**src/rtl/fifo_rd_stream_adapter_pkg.sv**
```systemverilog
// Shared types and sizes for the async FIFO read-side stream adapter.
// Build option: RD_ADAPT_STATS_EN adds the delivered-word counter.
package fifo_rd_stream_adapter_pkg;

    localparam int DATA_WIDTH    = 8;
    localparam int ADDR_WIDTH    = 4;
    localparam int RD_SKID_DEPTH = 2;

    typedef enum logic [1:0] {
        S_EMPTY,
        S_ONE,
        S_TWO
    } rd_adapt_state_t;

    function automatic logic [1:0] occ_of(input rd_adapt_state_t s);
        logic [1:0] n;
        n = 2'd0;
        unique case (s)
            S_ONE:   n = 2'd1;
            S_TWO:   n = 2'd2;
            default: n = 2'd0;
        endcase
        return n;
    endfunction

endpackage

```
**src/rtl/fifo_rd_stream_adapter_skid.sv**
```systemverilog
// Two-entry skid buffer with occupancy FSM; head entry drives the stream.
module rd_skid_buf #(
    parameter int W = fifo_rd_stream_adapter_pkg::DATA_WIDTH
) (
    input  logic         clk,
    input  logic         rst,
    input  logic         push,
    input  logic         pop,
    input  logic [W-1:0] din,
    output logic [W-1:0] dout,
    output logic         valid,
    output logic [1:0]   occ
);
    import fifo_rd_stream_adapter_pkg::*;

    rd_adapt_state_t state;
    logic [W-1:0]    tail;

    always_ff @(posedge clk) begin
        if (rst) begin
            state <= S_EMPTY;
            dout  <= '0;
            tail  <= '0;
        end else begin
            unique case (state)
                S_EMPTY: begin
                    if (push) begin
                        dout  <= din;
                        state <= S_ONE;
                    end
                end
                S_ONE: begin
                    // push with pop replaces the head in place
                    if (push && pop) begin
                        dout <= din;
                    end else if (push) begin
                        tail  <= din;
                        state <= S_TWO;
                    end else if (pop) begin
                        state <= S_EMPTY;
                    end
                end
                S_TWO: begin
                    if (pop) begin
                        dout  <= tail;
                        state <= S_ONE;
                    end
                end
                default: state <= S_EMPTY;
            endcase
        end
    end

    assign valid = (state != S_EMPTY);
    assign occ   = occ_of(state);

endmodule

```
**src/rtl/fifo_rd_stream_adapter.sv**
```systemverilog
// Async FIFO read-side engine: issues r_en, streams words out via a skid buffer.
// Build option: RD_ADAPT_STATS_EN adds the rd_count port.
module fifo_rd_stream_adapter #(
    parameter int DATA_WIDTH = fifo_rd_stream_adapter_pkg::DATA_WIDTH,
    parameter int CNT_WIDTH  = 16
) (
    input  logic                  r_clk,
    input  logic                  rrst,
    input  logic                  f_empty,
    input  logic [DATA_WIDTH-1:0] mem_data_out,
    output logic                  r_en,
    output logic                  out_valid,
    output logic [DATA_WIDTH-1:0] out_data,
`ifdef RD_ADAPT_STATS_EN
    output logic [CNT_WIDTH-1:0]  rd_count,
`endif
    input  logic                  out_ready
);
    import fifo_rd_stream_adapter_pkg::*;

    logic       inflight;
    logic       pop;
    logic [1:0] occ;
    logic [2:0] level;

    assign pop = out_valid & out_ready;

    // Words held plus word arriving, minus the one leaving this cycle
    assign level = {1'b0, occ} + {2'b00, inflight} - {2'b00, pop};
    assign r_en  = !f_empty && !rrst && (level < 3'(RD_SKID_DEPTH));

    always_ff @(posedge r_clk) begin
        if (rrst) begin
            inflight <= 1'b0;
        end else begin
            inflight <= r_en;
        end
    end

    rd_skid_buf #(
        .W (DATA_WIDTH)
    ) u_skid (
        .clk   (r_clk),
        .rst   (rrst),
        .push  (inflight),
        .pop   (pop),
        .din   (mem_data_out),
        .dout  (out_data),
        .valid (out_valid),
        .occ   (occ)
    );

`ifdef RD_ADAPT_STATS_EN
    always_ff @(posedge r_clk) begin
        if (rrst) begin
            rd_count <= '0;
        end else if (pop) begin
            rd_count <= rd_count + 1'b1;
        end
    end
`endif

endmodule
```
**config.mk**
```make
export PLATFORM = sky130hd
export DESIGN_NAME = fifo_rd_stream_adapter
export DESIGN_NICKNAME = d
export VERILOG_FILES = /design/src/rtl/fifo_rd_stream_adapter_pkg.sv /design/src/rtl/fifo_rd_stream_adapter_skid.sv /design/src/rtl/fifo_rd_stream_adapter.sv
export SDC_FILE = /design/constraint.sdc
export NUM_CORES = 1
export LEC_CHECK = 0
export BUFFER_PORTS_ARGS = -buffer_cell sky130_fd_sc_hd__buf_2
export CAP_MARGIN = 20
export CELL_PAD_IN_SITES_DETAIL_PLACEMENT = 1
export CELL_PAD_IN_SITES_GLOBAL_PLACEMENT = 1
export CORE_MARGIN = 2
export CORE_UTILIZATION = 41
export CTS_BUF_LIST = sky130_fd_sc_hd__clkbuf_4 sky130_fd_sc_hd__clkbuf_8
export CTS_CLUSTER_DIAMETER = 150
export DETAILED_ROUTE_END_ITERATION = 6
export GPL_TIMING_DRIVEN = 0
export HOLD_SLACK_MARGIN = 0.06
export PLACE_DENSITY_LB_ADDON = 0.08
export SLEW_MARGIN = 0
export SYNTH_ARGS = -nofsm -noshare
export SYNTH_HDL_FRONTEND = slang
export SYNTH_SLANG_ARGS = --single-unit
```
**constraint.sdc**
```tcl
create_clock -name r_clk -period 2.9 [get_ports r_clk]
set_clock_uncertainty 0.2 [all_clocks]
set_input_delay 0.58 -clock r_clk [delete_from_list [all_inputs] [get_ports r_clk]]
set_output_delay 0.58 -clock r_clk [all_outputs]
set_load 0.01 [all_outputs]
```
# Word level (Yosys, flattened, before mapping)
# Index checks and enable logic that the tools add are counted.
# word_totals
reg_bits	19
latchBits	0
ram_bits	0
mem_bits_ro	0
inputBits	12
out_inout_bits	10
elab_cells	38
mem_count	0
# op_classes
addsub	2
mul	0
n_div	0
magnitude_cmp	1
n_eq_ne	7
n_shift	0
n_mux	11
bitwise	2
reduce_logical	11
# op_table
operator	count
8-bit 2-to-1 mux	3
8-bit one-hot mux with 3 select lines	1
2-bit 2-to-1 mux	5
4-bit AND reduction	2
2-bit != test, second input constant	3
2-bit one-hot mux with 3 select lines	1
2-bit one-hot mux with 2 select lines	1
2-bit by 1-bit adder with 3-bit output	1
1-bit logical AND	3
3-bit by 2-bit < comparator with 1-bit output, second input constant	1
3-bit != test, second input constant	1
3-bit AND reduction	1
3-bit nonzero test	1
3-bit by 1-bit subtractor with 3-bit output	1
2-bit by 1-bit equality test with 1-bit output, second input constant	1
2-bit equality test, second input constant	1
1-bit logical NOT	2
2-bit logical NOT	1
2-bit by 1-bit != test with 1-bit output, second input constant	1
2-bit nonzero test	1
1-bit AND	1
1-bit NOT	1

# Longest topological paths before layout
# Gate-level depths: netlist (run 1).
# logic_depth
word_depth	6
ltp_mapped	7
mapped_depth_nobuf	6

# Hierarchy
# A second synthesis (run 1) with hierarchy kept.
# unflattened
cells_unflattened	101
area_unflattened_um2	970.9
# by_module_without_submodules
module	instances	cells_each	area_each_um2	seq_area_each_um2
rd_skid_buf	1	92	875.8	360.3
fifo_rd_stream_adapter	1	9	95.1	20.0

# Least setup slack after synthesis (run 1)
# No wires, ideal clock.
# synth_path
path_kind	input to output
from	input out_ready
to	output r_en
arrival_ns	1.979
required_ns	2.120
path_slack_ns	0.141
path_stages	7
path_buffers	1
cell_sequence	nand2b_1 > buf_2 > nor2_1 > o21ai_1 > fa_1 > xnor2_1 > nor4b_1
# synth_via
elab_chain_cells	4
# synth_lines
element	line_no	text
start: declaration	fifo_rd_stream_adapter.sv:17	input logic out_ready
1-bit AND	fifo_rd_stream_adapter.sv:26	assign pop = out_valid & out_ready;
3-bit by 1-bit subtractor with 3-bit output	fifo_rd_stream_adapter.sv:29	assign level = {1'b0, occ} + {2'b00, inflight} - {2'b00, pop};
3-bit by 2-bit < comparator with 1-bit output	fifo_rd_stream_adapter.sv:30	assign r_en = !f_empty && !rrst && (level < 3'(RD_SKID_DEPTH));
1-bit logical AND	fifo_rd_stream_adapter.sv:30	
end: declaration	fifo_rd_stream_adapter.sv:11	output logic r_en,
# No other way between the ends.

# Final worst setup path (run 1)
# layout_path
from	register u_skid.state[0]
to	output r_en
# layout_via
elab_chain_cells	6
word_cells_on_any_way	9
classes_between	add/sub: 2; order compare: 1; eq/ne: 2; mux: 1; bitwise: 1; reduce/logical: 2
# layout_lines
element	line_no	text
start: declaration	fifo_rd_stream_adapter_skid.sv:16	rd_adapt_state_t state;
start signal: assignment	fifo_rd_stream_adapter_skid.sv:21	state <= S_EMPTY;
start signal: assignment	fifo_rd_stream_adapter_skid.sv:29	state <= S_ONE;
start signal: assignment	fifo_rd_stream_adapter_skid.sv:38	state <= S_TWO;
2-bit equality test / 2-bit by 1-bit equality test with 1-bit output (equally long branches)	fifo_rd_stream_adapter_pkg.sv:18	unique case (s)
2-bit one-hot mux with 2 select lines	fifo_rd_stream_adapter_pkg.sv:18	
2-bit by 1-bit adder with 3-bit output	fifo_rd_stream_adapter.sv:29	
3-bit by 1-bit subtractor with 3-bit output *	fifo_rd_stream_adapter.sv:29	
3-bit by 2-bit < comparator with 1-bit output *	fifo_rd_stream_adapter.sv:30	
1-bit logical AND *	fifo_rd_stream_adapter.sv:30	
# Mark *: on every way between the ends. The rest lies on a longest branch, timed or not.

==> reports/results.ini, run 1 <==
[power]
p_leak_nw = 0.5187
peakVddDrop_mv = 0.2875
p_per_area_nw_per_um2 = 438.9

[clock_network]
clk_latency_ns = 0.31
cts.sinks = 19
cts_buffer_depth = 2
numCtsBuffers = 3
cts_hold_buf = 0
cts.clk_slew.worst_paths_ns = 0.12
cts_root_buffer = clkbuf_4
cts_tree = done
htreeDepth = 1

[drt]
drt.antenna.violating_nets = 0
post_drt_wl_per_cell_microns = 14.52
drtPass1Iterations = 4
via_count = 784
via_per_inst = 5.158
drtIter0Drc = 6
wl_microns = 2207
drc = 0

[place]
dp_hpwl_microns = 1517
gp_congestion = 0.7081
pre_cts_ws_ns = -0.06504
place.port_buffers = 20

[synth]
synthDominantCellAreaShare_pct = 40.26
synth_area_leaders = dfxtp_1 40%, a211oi_2 11%, mux2i_1 8.5%, nand2_1 6.8%, a211oi_1 6.4%
synth-seq-cells = 19
ys_warn_count = 0
ys_types = 28
synth_area_per_cell_sq_um = 9.639
syn-num-nets = 111
synthCells = 98
synth_area_sq_um = 944.7
yosysSeqAreaShare_pct = 40.26
synth_top_area_cell = dfxtp_1

[finish]
fin_util_pct = 53.51
drive_gt1_share_pct = 40.32
syn_to_final_growth_pct = 24.11
finalNetCount = 138
layout_commonest_cell = buf_2
antenna_cells = 0
layout_common_cells = 21 x buf_2, 17 x nand2_1, 17 x dfxtp_1, 9 x a21oi_1

[die]
die_height_microns = 52
die_w_microns = 52
ios = 22
start_util_pct = 43.12
rows = 17
coreArea_sq_um = 2191
dieArea_sq_um = 2704

[global_routing]
antenna_found_initial = 0
grt_max_degree = 12
grt_overflow = 0
grt_pass1_vias = 760
grt_pass1_wl_microns = 3670
track_usage_pct = 19.07

[sta]
fmax_mhz = 361.3
rsz0062_at_grt = false
min_period_ns = 2.768
report.final.slew_viol_count = 0
hold_ws_ns = 0.2586
fin_crit_sh_pct = 95.45
setup_viol = 0
hold_violations = 0
slew_headroom_pct = 56.58
max_slew.worst_pin.slew_ns = 0.6513
setup_slack_ns = 0.1320

[status]
run_status = complete, no violations

[setup_path]
setup.worst_path.start = u_skid.state[0]
critPathMaxFanout = 8
critical_path_required_ns = 2.12
r2r-start = u_skid.state[0]
cp.arrival_ns = 1.99
crit_path_start_kind = flop
crit_path_end = r_en
cp-end-kind = primary output
worstSetupPathType = reg2out
reg2reg_to = inflight
r2r_setup_slack_ns = 0.90
rr_worst_depth = 7

[flow_run]
max_cap_violations = 0

[min_path]
min_path_type = in2reg

## flip-flops by register name, summed over array words and instances, names as in the netlist
name and flops:
u_skid.state 2, inflight 1, u_skid.dout 8, u_skid.tail 8
## power by group
group	internal [W]	switching (W)	leakage [nW]
Combinational	0.0000437	0.0000491	0.345
Sequential	0.000273	0.00000942	0.156
Clock	0.0000515	0.0000876	0.0177
## per-layer routing
metal	track usage (%)	part of all wire [%]	vias to the layer above	wire length, microns
met5	0	0	-	0
met4	9.211	1.6	0	36
met1	27.50	52	357	1139
met3	3.736	4.1	4	90
li1	-	-	405	-
met2	26.79	43	18	940
## stage by stage
stage	TNS, ns	std cells	total power (W)	instance area, sq um
2_1_floorplan	0	98	0.0003440	944.7
3_3_place_gp	-0.02448	146	0.0003730	1080
3_5_place_dp	-0.06504	146	0.0003753	1080
4_1_cts	0	151	0.0005177	1145
5_1_grt	0	152	0.0005429	1172
6_report	0	152	0.0005145	1172
## worst min path at each step
stage	from	end	slack (ns)	cells after the start
6_report	f_empty	inflight	0.26	2
2_1_floorplan	u_skid.tail[0]	u_skid.tail[0]	0.24	2
3_3_place_gp	u_skid.tail[3]	u_skid.tail[3]	0.24	2
4_1_cts	f_empty	inflight	0.25	2
3_5_place_dp	u_skid.tail[1]	u_skid.tail[1]	0.25	2
5_1_grt	f_empty	inflight	0.26	2
## cells by family after synthesis
logic type / count (synthesis) / share of synthesized area [%]
AO/OA/AOI/OAI: 30 / 26.23
XOR/XNOR: 1 / 0.9273
adder cells (fa/ha/maj): 1 / 2.119
buffers and inverters: 9 / 5.165
flip-flops: 19 / 40.26
multiplexers: 8 / 8.477
AND/OR/NAND/NOR: 30 / 16.82
## cell usage after synthesis
master / n
mux2i_1: 8
a21oi_1: 9
clkbuf_1: 3
nor2b_1: 1
or3b_1: 1
o21ai_1: 1
nand4bb_1: 1
a21o_1: 1
buf_2: 3
and3b_1: 1
o21a_1: 1
a211oi_2: 8
xnor2_1: 1
inv_1: 1
nand2b_1: 2
o21bai_1: 1
a21o_4: 1
or2_2: 1
fa_1: 1
buf_4: 1
buf_6: 1
and2_1: 1
a211oi_1: 8
nand2_1: 17
dfxtp_1: 19
nor4bb_1: 1
nor2_1: 2
nor4b_1: 2
## worst max-delay path, stage by stage (launching register included)
cell,delay (ns)
dfxtp_2,0.43
nand2b_1,0.21
buf_6,0.12
inv_1,0.05
fa_2,0.36
xnor2_2,0.15
nor4b_2,0.20
buf_2,0.17
## timing repair
action / 4_1_cts / 5_1_grt
pin swaps: 1 / 3
setup endpoints to repair: 1 / 1
resized for setup: 8 / 7
buffers inserted: 1 / 2
## cell type report
cell class,count,area (sq um)
Buffer,7,43.79
Clock buffer,3,22.52
Clock inverter,1,5.005
Fill cell,273,1018
Inverter,1,3.754
Multi-Input combinational cell,70,551.8
Sequential cell,19,385.4
Tap cell,28,35.03
Timing Repair Buffer,23,125.1
Note: power is estimated with default switching activity, not from simulation.
==> inputs of run 2 (changes only) <==
--- a/config.mk
+++ b/config.mk
@@ -13,8 +13,9 @@
 export CORE_UTILIZATION = 41
 export CTS_BUF_LIST = sky130_fd_sc_hd__clkbuf_4 sky130_fd_sc_hd__clkbuf_8
 export CTS_CLUSTER_DIAMETER = 150
+export CTS_CLUSTER_SIZE = 30
 export DETAILED_ROUTE_END_ITERATION = 6
-export GPL_TIMING_DRIVEN = 0
+export GPL_TIMING_DRIVEN = 1
 export HOLD_SLACK_MARGIN = 0.06
 export PLACE_DENSITY_LB_ADDON = 0.08
 export SLEW_MARGIN = 0
==> run 2 against run 1 <==
Utilization shrank 3.0 points. Count of clock-buffer cells in the layout is the same. Non-clock buffer count shrank 4. Setup slack gained 0.022 ns. Sequential cell count is the same. Combinational power shrank 4.5%. Highest routed layer unchanged.
==> reports/results.ini, run 2 (synthesized netlist as in run 1, its figures left out) <==
[power]
peakVddDrop_mv = 0.2521  ; -12%
power_frac_seq_pct = 55.4  ; +0.5 points
switchingPower_w = 0.0001422  ; -2.7%
p_per_area_nw_per_um2 = 459.9  ; +4.8%
p_leak_nw = 0.4882  ; -5.9%
switching_share_pct = 27.96  ; -0.44 points
combPwrFrac_pct = 17.4  ; -0.6 points
power.share.clock_pct = 27.1  ; about the same
p_int_w = 0.0003664  ; -0.54%

[die]
start_util_pct = 43.12  ; unchanged
rows = 17  ; unchanged
die_height_microns = 52  ; unchanged
ios = 22  ; unchanged
dieArea_sq_um = 2704  ; unchanged
die_w_microns = 52  ; unchanged
coreArea_sq_um = 2191  ; unchanged

[finish]
top_regs = u_skid.dout: 8 flops, u_skid.tail: 8 flops, u_skid.state: 2 flops
layout_commonest_cell = buf_2
finalNetCount = 134  ; -2.9%
syn_to_final_growth_pct = 17.09
layout_common_cells = 21 x buf_2, 18 x dfxtp_1, 17 x nand2_1, 9 x a21oi_1
fillers = 281  ; +2.9%
antenna_cells = 0  ; unchanged
stdcell_count = 148  ; -2.6%
drive_gt1_share_pct = 34.17  ; -6.2 points

[drt]
post_drt_wl_per_cell_microns = 14.07  ; -3.1%
drc = 0  ; unchanged
via_per_inst = 5.243  ; +1.7%
wl_microns = 2082  ; -5.7%
drtPass1Iterations = 4  ; unchanged
drtIter0Drc = 16  ; +10
via_count = 776  ; -1.0%
drt.antenna.violating_nets = 0  ; unchanged

[setup_path]
slowest_delay_ns = 0.41  ; -0.02 ns
rr_worst_depth = 5  ; -2
cp-end-kind = primary output
crit_path_start_kind = flop
crit_path_top_delay_cell = dfxtp_2
crit_buf_inv = 1  ; -2
cp.depth = 6  ; -1
worstSetupPathType = reg2out
critical_path.top_delay_family = simple AND/OR/NAND/NOR gates
critPathMaxFanout = 9  ; +1
r2r-start = u_skid.state[1]
critical_path_required_ns = 2.12  ; about the same
cp.arrival_ns = 1.97  ; -0.02 ns
worstPathCellList = and2_1 > o21ai_1 > fa_1 > xnor2_1 > nor4b_1 > buf_2
r2r_setup_slack_ns = 1.13  ; +0.23 ns
reg2reg_to = inflight

[sta]
fin_crit_sh_pct = 94.68  ; -0.77 points
setup_viol = 0  ; unchanged
slew_headroom_pct = 51.35  ; -5.2 points
hold_violations = 0  ; unchanged
fmax_mhz = 364.2  ; +0.82%
tns_ns = 0  ; unchanged
min_period_ns = 2.746  ; -0.02240 ns
max_slew.worst_pin.slew_ns = 0.7283  ; +0.07692 ns
rsz0062_at_grt = false
report.final.slew_viol_count = 0  ; unchanged

[flow_run]
max_cap_violations = 0  ; unchanged

[global_routing]
track_usage_pct = 18.16  ; -0.91 points
grt_pass1_wl_microns = 3594  ; -2.1%
grt_pass1_vias = 743  ; -2.2%
grt_overflow = 0  ; unchanged
antenna_found_initial = 0  ; unchanged
grt_max_degree = 20  ; +8

[place]
gp_congestion = 0.7561  ; +6.8%
dp.cells = 144  ; -1.4%
place.port_buffers = 21  ; +5.0%
dp_hpwl_microns = 1490  ; -1.8%

[min_path]
hold_end = inflight
holdPathStages = 2  ; unchanged
min_path_type = in2reg
worstHoldStart = f_empty

[clock_network]
cts_tree = done
numCtsBuffers = 3  ; unchanged
clk_latency_ns = 0.29  ; -0.02 ns
htreeDepth = 1  ; unchanged
cts_buffer_depth = 2  ; unchanged
cts.sinks = 19  ; unchanged
cts.clk_slew.worst_paths_ns = 0.12  ; about the same
cts_root_buffer = clkbuf_4
cts_hold_buf = 0  ; unchanged

[status]
run_status = complete, no violations

run 2: cell count changes in the layout (fill, tap and decap cells not counted), sizes merged:
cell	previous run	this run
clkbuf	7	3
run 2: worst reg2reg max path, stage by stage, from the launching register on:
cell and delay [ns]:
dfxtp_2 0.41, and2_1 0.21, o21ai_1 0.11, fa_1 0.38
xnor2_1 0.15, nor4b_1 0.22
run 2: metrics by stage:
step / setup WS [ns] / util (%) / power, W / instance area (sq um) / hold slack [ns]
2_1_floorplan: 0.1409 / - / 0.0003440 / 944.7 / 0.2357
3_3_place_gp: 0.1978 / 49.17 / 0.0003754 / 1077 / 0.2406
3_5_place_dp: 0.1601 / 49.17 / 0.0003765 / 1077 / 0.2482
4_1_cts: 0.03534 / 50.43 / 0.0005164 / 1105 / 0.2366
5_1_grt: 0.02116 / 50.49 / 0.0005370 / 1106 / 0.2370
6_report: 0.1544 / 50.49 / 0.0005086 / 1106 / 0.2442
run 2: worst max-delay path by stage:
stage | from | end | slack (ns)
floorplan | out_ready | r_en | 0.14
global placement | out_ready | r_en | 0.20
detailed placement | out_ready | r_en | 0.16
CTS | u_skid.state[1] | r_en | 0.04
global route | u_skid.state[0] | r_en | 0.02
finish | u_skid.state[1] | r_en | 0.15
run 2: area by class of cell:
type	instances	area, sq um	area share, %
multi-input cells	70	515.5	46.61
flip-flops and latches	19	381.6	34.50
repair buffers	26	142.6	12.90
well taps	28	35.03	3.167
clock inverters	1	5.005	0.4525
clock buffers	3	22.52	2.036
inverters	1	3.754	0.3394
run 2: power by group through the flow:
| stage | registers [W] | clock network [W] | logic, W |
|---|---|---|---|
| after floorplan | 0.000291 | 0 | 0.0000526 |
| after global placement | 0.000288 | 0 | 0.0000877 |
| after detailed placement | 0.000288 | 0 | 0.0000883 |
| after CTS | 0.000282 | 0.000145 | 0.0000895 |
| after global routing | 0.000284 | 0.000155 | 0.0000979 |
| final | 0.000282 | 0.000138 | 0.0000886 |
run 2: metal layers:
layer / wire length [microns] / GRT usage [%] / vias up
met2: 918 / 27.43 / 22
li1: - / - / 397
met5: 0 / 0 / -
met1: 1038 / 26.07 / 355
met4: 16 / 6.579 / 0
met3: 108 / 2.586 / 2
run 2: what timing repair did:
action                                  in CTS  in global routing
buffers inserted                             0                  0
resized for setup                            0                  1
endpoints found under the setup margin       0                  1
==> inputs of run 3 (changes only) <==
--- a/config.mk
+++ b/config.mk
@@ -9,7 +9,6 @@
 export CAP_MARGIN = 20
 export CELL_PAD_IN_SITES_DETAIL_PLACEMENT = 1
 export CELL_PAD_IN_SITES_GLOBAL_PLACEMENT = 1
-export CORE_MARGIN = 2
 export CORE_UTILIZATION = 41
 export CTS_BUF_LIST = sky130_fd_sc_hd__clkbuf_4 sky130_fd_sc_hd__clkbuf_8
 export CTS_CLUSTER_DIAMETER = 150
==> constraint.sdc (replaced) <==
create_clock -name r_clk -period 2.9 [get_ports r_clk]
set_clock_uncertainty 0.2 [all_clocks]
set_input_delay 0.29 -clock r_clk [delete_from_list [all_inputs] [get_ports r_clk]]
set_output_delay 0.29 -clock r_clk [all_outputs]
set_load 0.01 [all_outputs]
==> run 3 against run 2 <==
Non-clock buffer count grew 6. Sequential share of layout area shrank 2.1 points. Critical path depth grew 1. Sequential power is essentially flat. Worst hold slack lost 0.076 ns. Sequential cell count is the same. Count of clock-buffer cells in the layout is the same. Global-route usage grew 1.9 points. Cell count grew 4.1%. Maximum frequency grew 1.6%. Register-to-register slack lost 0.27 ns. Combinational power grew 7.7%. Critical endpoint unchanged.
==> reports/results.ini, run 3 (synthesized netlist as in run 1, its figures left out) <==
[die]
start_util_pct = 43.12  ; unchanged
dieArea_sq_um = 2500  ; -7.5%
ios = 22  ; unchanged
rows = 17  ; unchanged
die_w_microns = 50  ; -3.8%
die_height_microns = 50  ; -3.8%
coreArea_sq_um = 2191  ; unchanged

[setup_path]
worstSetupPathType = reg2out
cp.arrival_ns = 2.21  ; +0.24 ns
cp-end-kind = primary output
critPathMaxFanout = 10  ; +1
critical_path_required_ns = 2.41  ; +0.29 ns
crit_path_start_kind = flop

[power]
peakVddDrop_mv = 0.3077  ; +22%
p_leak_nw = 0.5115  ; +4.8%
p_per_area_nw_per_um2 = 438.3  ; -4.7%

[sta]
hold_violations = 0  ; unchanged
slew_headroom_pct = 52.38  ; +1.0 points
min_period_ns = 2.702  ; -0.04330 ns
fmax_mhz = 370.1  ; +1.6%
rsz0062_at_grt = false
report.final.slew_viol_count = 0  ; unchanged
tns_ns = 0  ; unchanged
fin_crit_sh_pct = 93.18  ; -1.5 points
setup_viol = 0  ; unchanged
max_slew.worst_pin.slew_ns = 0.7129  ; -0.01536 ns
hold_ws_ns = 0.1682  ; -0.07598 ns

[clock_network]
clk_latency_ns = 0.30  ; about the same
cts_root_buffer = clkbuf_4
numCtsBuffers = 3  ; unchanged
cts_buffer_depth = 2  ; unchanged
htreeDepth = 1  ; unchanged
post_cts_buffers = 0  ; unchanged
cts.clk_slew.worst_paths_ns = 0.11  ; about the same
cts.sinks = 19  ; unchanged
cts_tree = done

[flow_run]
max_cap_violations = 0  ; unchanged

[drt]
via_per_inst = 5.260  ; +0.31%
wl_microns = 2252  ; +8.2%
via_count = 810  ; +4.4%
drtIter0Drc = 3  ; -13
drt.antenna.violating_nets = 0  ; unchanged
drc = 0  ; unchanged
drtPass1Iterations = 3  ; -1
post_drt_wl_per_cell_microns = 14.62  ; +4.0%

[global_routing]
track_usage_pct = 20.09  ; +1.9 points
grtUsageMet3_pct = 2.778  ; +0.19 points
grt_max_degree = 21  ; +5.0%
grt_pass1_vias = 786  ; +5.8%
met2_usage_pct = 31.33  ; +3.9 points
busiest_layer = met2
grt_overflow = 0  ; unchanged
grt_pass1_wl_microns = 3712  ; +3.3%
met1_usage_pct = 27.89  ; +1.8 points
antenna_found_initial = 0  ; unchanged

[status]
run_status = complete, no violations

[finish]
layout_commonest_cell = buf_2
fin_area_sq_um = 1172  ; +6.0%
syn_to_final_growth_pct = 24.11
layout_common_cells = 21 x buf_2, 19 x dfxtp_1, 17 x nand2_1, 9 x a21oi_1, 9 x dlygate4sd3_1
top_regs = u_skid.dout: 8 flops, u_skid.tail: 8 flops, u_skid.state: 2 flops
drive_gt1_share_pct = 29.37  ; -4.8 points
antenna_cells = 0  ; unchanged
finalNetCount = 140  ; +4.5%

[place]
place.port_buffers = 21  ; unchanged
gp_congestion = 0.7564  ; about the same
placed_area_sq_um = 1055  ; -2.1%
dp_hpwl_microns = 1435  ; -3.7%

[min_path]
min_path_type = in2reg

run 3: changes by cell type in the layout (fill, tap and decap cells not counted), sizes merged:
cell         before  now
dlygate4sd3       0    9
buf              26   23
run 3: critical path: stages (launching register included):
cell	delay, ns
dfxtp_1	0.46
nand2b_1	0.28
nor2_1	0.17
o21ai_1	0.08
fa_1	0.38
xnor2_1	0.15
nor4b_1	0.22
buf_2	0.17
run 3: cell type report:
| class | count | area (sq um) |
|---|---|---|
| clock buffer | 3 | 22.52 |
| clock inverter | 1 | 5.005 |
| fill | 268 | 1018 |
| inverter | 1 | 3.754 |
| multi-input combinational | 70 | 515.5 |
| sequential | 19 | 380.4 |
| tap | 28 | 35.03 |
| timing repair buffer | 32 | 210.2 |
run 3: final timing paths:
path                    from               to  slack [ns]  depth (start not counted)
min reg2reg   u_skid.tail[5]   u_skid.tail[5]        0.26                          2
min                out_ready  u_skid.state[1]        0.17                          3
max reg2reg  u_skid.state[0]         inflight        0.86                          6
max          u_skid.state[0]             r_en        0.20                          7
run 3: per-stage QoR:
step | setup slack [ns] | power [W] | utilization [%] | instances
floorplan | 0.6145 | 0.0003440 | - | 98
global placement | 0.5408 | 0.0003716 | 48.14 | 141
detailed placement | 0.4813 | 0.0003733 | 48.14 | 141
CTS | 0.2159 | 0.0005170 | 53.51 | 154
global route | 0.05558 | 0.0005418 | 53.51 | 154
finish | 0.1977 | 0.0005139 | 53.51 | 154
run 3: timing repair:
item                       in CTS  in global routing
setup endpoints to repair       0                  0
hold endpoints to repair        9                  0
gates resized for setup         0                  0
hold buffers                    9                  0
run 3: where the power goes:
| part | internal, W | switching (W) | leakage (nW) |
|---|---|---|---|
| registers | 0.000274 | 0.00000859 | 0.155 |
| logic | 0.0000466 | 0.0000488 | 0.339 |
| clock network | 0.0000513 | 0.0000847 | 0.0177 |
| total | 0.000372 | 0.000142 | 0.511 |
run 3: routing by layer:
layer  vias to the layer above  share of wire (%)
li1                        412                  -
met1                       386                 50
met2                        10                 47
met3                         2                1.9
met4                         0               0.71
met5                         -                  0
